--- config.mk ---
export PLATFORM = sky130hd
export DESIGN_NAME = ddr5_bank_cmd_sequencer
export DESIGN_NICKNAME = d
export VERILOG_FILES = /design/src/rtl/ddr5_bank_cmd_sequencer.sv
export SDC_FILE = /design/constraint.sdc
export NUM_CORES = 2
export LEC_CHECK = 0
export CAP_MARGIN = 5
export CORE_MARGIN = 3
export CORE_UTILIZATION = 30
export CTS_CLUSTER_SIZE = 20
export DETAILED_ROUTE_END_ITERATION = 7
export HOLD_SLACK_MARGIN = 0.05
export PLACE_DENSITY_LB_ADDON = 0.25
export SLEW_MARGIN = 40
export SYNTH_ARGS = -nofsm -noshare
export SYNTH_HDL_FRONTEND = slang
export SYNTH_SLANG_ARGS = --single-unit
--- constraint.sdc ---
create_clock -name clock -period 4.5 [get_ports clock]
set_input_delay 0.675 -clock clock [delete_from_list [all_inputs] [get_ports clock]]
set_output_delay 0.675 -clock clock [all_outputs]
set_load 0.03 [all_outputs]
--- src/rtl/ddr5_bank_cmd_sequencer.sv ---
// In-order DDR5 command sequencer: tracks the open row per bank and issues PRE/ACT/CAS
// under an open-page policy while honouring tRCD, tRP, tRAS, read-to-PRE and write-to-PRE.
module ddr5_bank_cmd_sequencer #(
   parameter int unsigned T_RCD = 39,
   parameter int unsigned T_RP  = 39,
   parameter int unsigned T_RAS = 76,
   parameter int unsigned T_RTP = 18,
   parameter int unsigned T_WTP = 84
) (
   input  logic        clock,
   input  logic        reset_n,
   input  logic        req_valid,
   output logic        req_ready,
   input  logic [33:0] req_addr,
   input  logic [1:0]  req_op,
   output logic        cmd_valid,
   output logic [2:0]  cmd_code,
   output logic        cmd_channel,
   output logic [2:0]  cmd_bg,
   output logic [1:0]  cmd_bank,
   output logic [15:0] cmd_row,
   output logic [9:0]  cmd_col,
   output logic        busy
);

   localparam int unsigned NBANK = 64;
   localparam int unsigned IDXW  = 6;
   localparam int unsigned ROWW  = 16;
   localparam int unsigned COLW  = 10;
   localparam int unsigned PCW   = 7;
   localparam int unsigned WTW   = 7;

   localparam logic [2:0] C_NOP = 3'd0, C_ACT0 = 3'd1, C_ACT1 = 3'd2, C_RD0 = 3'd3,
                          C_RD1 = 3'd4, C_WR0  = 3'd5, C_WR1  = 3'd6, C_PRE = 3'd7;

   // Each state names what is on the command bus during that cycle.
   typedef enum logic [3:0] {
      S_IDLE, S_LOOKUP, S_WAIT_PRE, S_PRE, S_WAIT_RP,
      S_ACT0, S_ACT1, S_WAIT_RCD, S_CAS0, S_CAS1
   } state_t;

   state_t state, state_next;

   logic                   ch_q, wr_q;
   logic [2:0]             bg_q;
   logic [1:0]             bank_q;
   logic [ROWW-1:0]        row_q;
   logic [COLW-1:0]        col_q;
   logic [WTW-1:0]         wt;
   logic [NBANK-1:0]       open_q;
   logic [NBANK-1:0][ROWW-1:0] row_tbl;
   logic [NBANK-1:0][PCW-1:0]  pre_cnt;

   logic [IDXW-1:0] idx;
   logic            sel_open, sel_hit, pre_ok;
   logic [PCW-1:0]  sel_pre_dec;
   logic            accept;
   logic            unused_byte;

   logic [2:0]      code_next;
   logic            valid_next, ch_next;
   logic [2:0]      bg_next;
   logic [1:0]      bank_next;
   logic [ROWW-1:0] row_next;
   logic [COLW-1:0] col_next;

   assign unused_byte = ^req_addr[1:0];
   assign accept      = req_valid && req_ready;
   assign idx         = {ch_q, bg_q, bank_q};
   assign sel_open    = open_q[idx];
   assign sel_hit     = sel_open && (row_tbl[idx] == row_q);
   // PRE goes out next cycle, when the counter will have reached zero
   assign pre_ok      = pre_cnt[idx] <= PCW'(1);
   assign sel_pre_dec = (pre_cnt[idx] != '0) ? pre_cnt[idx] - PCW'(1) : '0;

   // State register
   always_ff @(posedge clock or negedge reset_n) begin
      if (!reset_n) state <= S_IDLE;
      else          state <= state_next;
   end

   // Next-state logic
   always_comb begin
      state_next = state;
      unique case (state)
         S_IDLE:     if (accept) state_next = S_LOOKUP;
         S_LOOKUP: begin
            if (!sel_open)    state_next = S_ACT0;
            else if (sel_hit) state_next = S_CAS0;
            else if (pre_ok)  state_next = S_PRE;
            else              state_next = S_WAIT_PRE;
         end
         S_WAIT_PRE:         if (pre_ok) state_next = S_PRE;
         S_PRE, S_WAIT_RP:   state_next = (wt == '0) ? S_ACT0 : S_WAIT_RP;
         S_ACT0:             state_next = S_ACT1;
         S_ACT1, S_WAIT_RCD: state_next = (wt == '0) ? S_CAS0 : S_WAIT_RCD;
         S_CAS0:             state_next = S_CAS1;
         S_CAS1:             state_next = S_IDLE;
         default:            state_next = S_IDLE;
      endcase
   end

   // Command decode for the cycle being entered
   always_comb begin
      code_next = C_NOP;
      row_next  = '0;
      col_next  = '0;
      unique case (state_next)
         S_PRE:  code_next = C_PRE;
         S_ACT0: begin code_next = C_ACT0; row_next = row_q; end
         S_ACT1: begin code_next = C_ACT1; row_next = row_q; end
         S_CAS0: begin code_next = wr_q ? C_WR0 : C_RD0; col_next = col_q; end
         S_CAS1: begin code_next = wr_q ? C_WR1 : C_RD1; col_next = col_q; end
         default: ;
      endcase
      valid_next = code_next != C_NOP;
      ch_next    = valid_next ? ch_q   : 1'b0;
      bg_next    = valid_next ? bg_q   : 3'd0;
      bank_next  = valid_next ? bank_q : 2'd0;
   end

   // Registered command bus and handshake
   always_ff @(posedge clock or negedge reset_n) begin
      if (!reset_n) begin
         cmd_valid   <= 1'b0;
         cmd_code    <= C_NOP;
         cmd_channel <= 1'b0;
         cmd_bg      <= '0;
         cmd_bank    <= '0;
         cmd_row     <= '0;
         cmd_col     <= '0;
         req_ready   <= 1'b1;
         busy        <= 1'b0;
      end else begin
         cmd_valid   <= valid_next;
         cmd_code    <= code_next;
         cmd_channel <= ch_next;
         cmd_bg      <= bg_next;
         cmd_bank    <= bank_next;
         cmd_row     <= row_next;
         cmd_col     <= col_next;
         req_ready   <= state_next == S_IDLE;
         busy        <= state_next != S_IDLE;
      end
   end

   // Request latch and tRP/tRCD wait timer
   always_ff @(posedge clock or negedge reset_n) begin
      if (!reset_n) begin
         ch_q   <= 1'b0;
         wr_q   <= 1'b0;
         bg_q   <= '0;
         bank_q <= '0;
         row_q  <= '0;
         col_q  <= '0;
         wt     <= '0;
      end else begin
         if (state == S_IDLE && accept) begin
            row_q  <= req_addr[33:18];
            col_q  <= {req_addr[17:12], req_addr[5:2]};
            bank_q <= req_addr[11:10];
            bg_q   <= req_addr[9:7];
            ch_q   <= req_addr[6];
            wr_q   <= req_op == 2'd1;
         end
         if (code_next == C_ACT0)     wt <= WTW'(T_RCD - 1);
         else if (code_next == C_PRE) wt <= WTW'(T_RP - 1);
         else if (wt != '0)           wt <= wt - WTW'(1);
      end
   end

   // Bank table: every bank's PRE counter runs every cycle
   always_ff @(posedge clock or negedge reset_n) begin
      if (!reset_n) begin
         open_q  <= '0;
         row_tbl <= '0;
         pre_cnt <= '0;
      end else begin
         for (int i = 0; i < NBANK; i++) begin
            if (pre_cnt[i] != '0) pre_cnt[i] <= pre_cnt[i] - PCW'(1);
         end
         unique case (code_next)
            C_ACT0: begin
               open_q[idx]  <= 1'b1;
               row_tbl[idx] <= row_q;
               pre_cnt[idx] <= PCW'(T_RAS);
            end
            C_PRE: open_q[idx] <= 1'b0;
            C_RD1: pre_cnt[idx] <= (sel_pre_dec > PCW'(T_RTP)) ? sel_pre_dec : PCW'(T_RTP);
            C_WR1: pre_cnt[idx] <= (sel_pre_dec > PCW'(T_WTP)) ? sel_pre_dec : PCW'(T_WTP);
            default: ;
         endcase
      end
   end

endmodule

==> results.sh <==
export IMPL_slew_viol_final=0
export IMPL_fin_util=0.3850
export IMPL_htreeDepth=4
export IMPL_syn_num_nets=8003
export IMPL_synth_enable_flop_cells=0
export IMPL_synth_simple_area_share=0.08381
export IMPL_finClkSkew_ns=0.1204
export IMPL_drt_pre_antenna_iters=6
export IMPL_crit_type="flip-flop to flip-flop"
export IMPL_initial_utilization=0.3027
export IMPL_gp_congestion=0.9490
export IMPL_final_hold_viol_count=0
export IMPL_setup_tns_ns=-249.97
export IMPL_clk_path_buf_depth=4
export IMPL_setup_viol=813
export IMPL_netlist_instances=7831
export IMPL_place_detailed_hpwl_microns=237600
export IMPL_area_delta_synth_final_pct=27.19
export IMPL_slew_headroom=0.3934
export IMPL_p_total_uw=84450
export IMPL_worstPathArrival_ns=5.89
export IMPL_synth_area_sq_um=84850
export IMPL_wl_per_cell_microns=29.10
export IMPL_ys_ff_latch=1618
export IMPL_layoutNonFillerInstCount=12360
export IMPL_nNetsFinal=8658
export IMPL_grt_usage=0.2366
export IMPL_placedCellCount=11910
export IMPL_grt_max_degree=127
export IMPL_port_buffers=74
export IMPL_worstHoldPathType="primary input to flip-flop"
export IMPL_ys_seq_area_frac=0.4772
export IMPL_worstSetupEndpointType="flip-flop"
export IMPL_clock_fmax_mhz=194.4
export IMPL_ant_nets=0
export IMPL_ys_warn_count=0
export IMPL_rows=194
export IMPL_synth_xor_area_frac=0.03024
export IMPL_drc=0
export IMPL_synth_area_per_cell_sq_um=10.84
export IMPL_clkSinkCount=1618
export IMPL_viasPerCell=5.779
export IMPL_core_area_sq_um=280400
export IMPL_num_vias=71420
export IMPL_cts_buffers=192
export IMPL_min_period_over_period=1.143
export IMPL_maxCapViolations=0
export IMPL_rsz0062_at_grt="true"
export IMPL_crit_fanout=12
export IMPL_synth_adder_area_share=0.01961
export IMPL_synth_async_reset_ratio=1.000
export IMPL_powerDensity_nw_per_um2=782.5
export IMPL_clock_latency_ns=0.91
export IMPL_synthDistinctLibCells=81
export IMPL_layout_drive_gt1_share=0.3316
export IMPL_grt_pass1_wl_microns=504100
export IMPL_clkTransAtPathRegs_ns=0.06
export IMPL_synth_compound_area_share=0.1523
export IMPL_die_area_sq_um=289300
export IMPL_status="complete, but fails checks"
export IMPL_worst_slew_pin_transition_ns=0.9077
export IMPL_grt_pass1_vias=69400
export IMPL_antenna_found_initial=11
export IMPL_ir_drop_mv=1.269
export IMPL_routed_wl_microns=359600
export IMPL_leakage_uw=0.04772
export IMPL_failed_checks="negative setup slack"
export IMPL_synth_top_family_by_area="multiplexers"
export IMPL_die_w_microns=537.8
export IMPL_worst_slack_ns=-0.6430
export IMPL_io_pin_count=77
export IMPL_synthFlopType="dfrtp_1"
export IMPL_die_h_microns=537.8
export IMPL_root_buffer="clkbuf_16"
export IMPL_cp_required_ns=5.25
export IMPL_cts_tree="done"
export IMPL_period_needed_ns=5.143
export IMPL_timing_hold_ws_ns=0.4049
export IMPL_synth_mux_area_fraction=0.1968
export IMPL_start_kind="flip-flop"
export IMPL_drtIter0Drc=7630
export IMPL_overflow=0
## registers in the layout, indices dropped and copies added (netlist names), named ones only
name,flops
cmd_bg,3
cmd_row,16
ch_q,1
cmd_channel,1
cmd_valid,1
req_ready,1
bg_q,3
state,4
row_q,16
bank_q,2
wr_q,1
cmd_code,3
col_q,10
busy,1
cmd_col,10
cmd_bank,2
row_tbl,1024
pre_cnt,448
wt,7
## cells in the final DEF, fill, tap and decap left out, types with 137 or more instances in the layout
cell,Yosys,final
nor3_1,219,213
inv_1,215,212
clkbuf_16,0,217
xnor2_1,153,153
buf_4,24,642
o21ai_0,230,154
buf_12,0,242
mux2i_1,331,321
o22ai_1,260,174
dfrtp_1,1617,1597
xor2_1,140,140
nor2_1,393,387
a21oi_1,665,515
a21oi_2,0,137
nand2_1,515,508
mux2_2,1091,1090
a31oi_1,162,156
## power by group
part           total, uW  leakage, uW  switching (uW)  internal (uW)
logic              46900       0.0234           28100          18800
registers          21700       0.0211            4080          17600
clock network      15900      0.00313            6500           9360
## logic make-up (layout without fill, tap and decap cells)
logic type	count (synthesis)	after routing
and+or+nand+nor	1521	1521
muxes	1472	1473
xor gates and xnor gates	293	293
other	0	2
buffers and inverters	808	1609
AOI/OAI and AO/OA	1986	1986
DFF	1618	1618
adders and majority gates	133	133
## metal layers
| layer | part of all wire | wire length [microns] | vias up | track usage |
|---|---|---|---|---|
| li1 | - | - | 30360 | - |
| met5 | 0.000036 | 13 | - | 0 |
| met1 | 0.42 | 150800 | 36900 | 0.3197 |
| met4 | 0.055 | 19700 | 2 | 0.1055 |
| met3 | 0.076 | 27430 | 872 | 0.04119 |
| met2 | 0.45 | 161700 | 3287 | 0.3705 |
## synth_stat cells, types with 17 or more instances
master	count	area (sq um)
a21oi_1	665	3328
a221o_1	84	840.8
a221oi_1	146	1279
a22o_1	20	175.2
a22oi_1	64	480.5
a31oi_1	162	1013
a32oi_1	28	245.2
and2_1	39	244.0
buf_1	36	135.1
buf_2	116	580.6
buf_4	24	180.2
buf_6	17	191.4
clkbuf_1	398	1494
dfrtp_1	1617	40460
ha_1	133	1664
inv_1	215	807.0
mux2_2	1091	12290
mux2i_1	331	3313
mux4_2	48	1081
nand2_1	515	1933
nand2b_1	20	125.1
nand3_1	84	420.4
nand3b_1	26	195.2
nand4b_1	22	192.7
nor2_1	393	1475
nor2b_1	61	381.6
nor3_1	219	1096
nor4_1	53	331.6
nor4b_1	19	166.4
o21a_1	18	135.1
o21ai_0	230	1151
o221ai_1	61	534.3
o22a_1	49	429.2
o22ai_1	260	1627
o31ai_1	35	262.8
o32ai_1	70	613.1
xnor2_1	153	1340
xor2_1	140	1226
## stage by stage
| stage | setup WS, ns | area (sq um) |
|---|---|---|
| 5_1_grt | -0.6950 | 107900 |
| 6_report | -0.6430 | 107900 |
| 2_1_floorplan | 0.04869 | 84860 |
| 3_5_place_dp | -1.348 | 97340 |
| 3_3_place_gp | -1.710 | 97290 |
| 4_1_cts | -0.5363 | 105700 |
## layout make-up
type,count,area [sq um]
multi-input cells,5406,43390
flip-flops and latches,1618,40520
inverters,217,817.0
diodes,2,5.005
clock buffers,284,5625
well taps,3724,4659
clock inverters,57,660.6
fillers,27120,172400
repair buffers,1051,12250
## path summary, 6_finish.rpt
check                        startpoint            to  slack (ns)  cells after the start
min in group asynchronous       reset_n  pre_cnt[373]        0.41                      2
hold reg to reg                col_q[6]    cmd_col[6]        0.47                      1
setup reg to reg                bg_q[0]   pre_cnt[87]       -0.64                     20
max in group asynchronous       reset_n  row_tbl[649]        2.51                      4
hold / removal             req_addr[24]      row_q[6]        0.40                      2
setup / recovery                bg_q[0]   pre_cnt[87]       -0.64                     20
## worst max-delay path, stage by stage (launching register included)
cell and delay, ns:
dfrtp_4 0.49, buf_12 0.16, buf_12 0.14, bufbuf_16 0.29, buf_4 0.15, a221o_1 0.26, a21oi_1 0.23, o22ai_1 0.21
buf_4 0.21, nor4_2 0.29, o22ai_2 0.17, nor4_4 0.43, buf_6 0.23, nand3_4 0.10, a211oi_4 0.35, buf_6 0.17
nor3_4 0.05, buf_6 0.17, mux2_4 0.45, buf_12 0.22, a22oi_2 0.15
## what timing repair did
action,in CTS,in global routing
gates cloned,18,25
pin swaps,59,102
resized for setup,242,374
hold buffers,1,0
endpoints found under the hold margin,68,0
setup endpoints to repair,1452,1043
buffers inserted,58,16
Power figures use the tool's default switching activity.
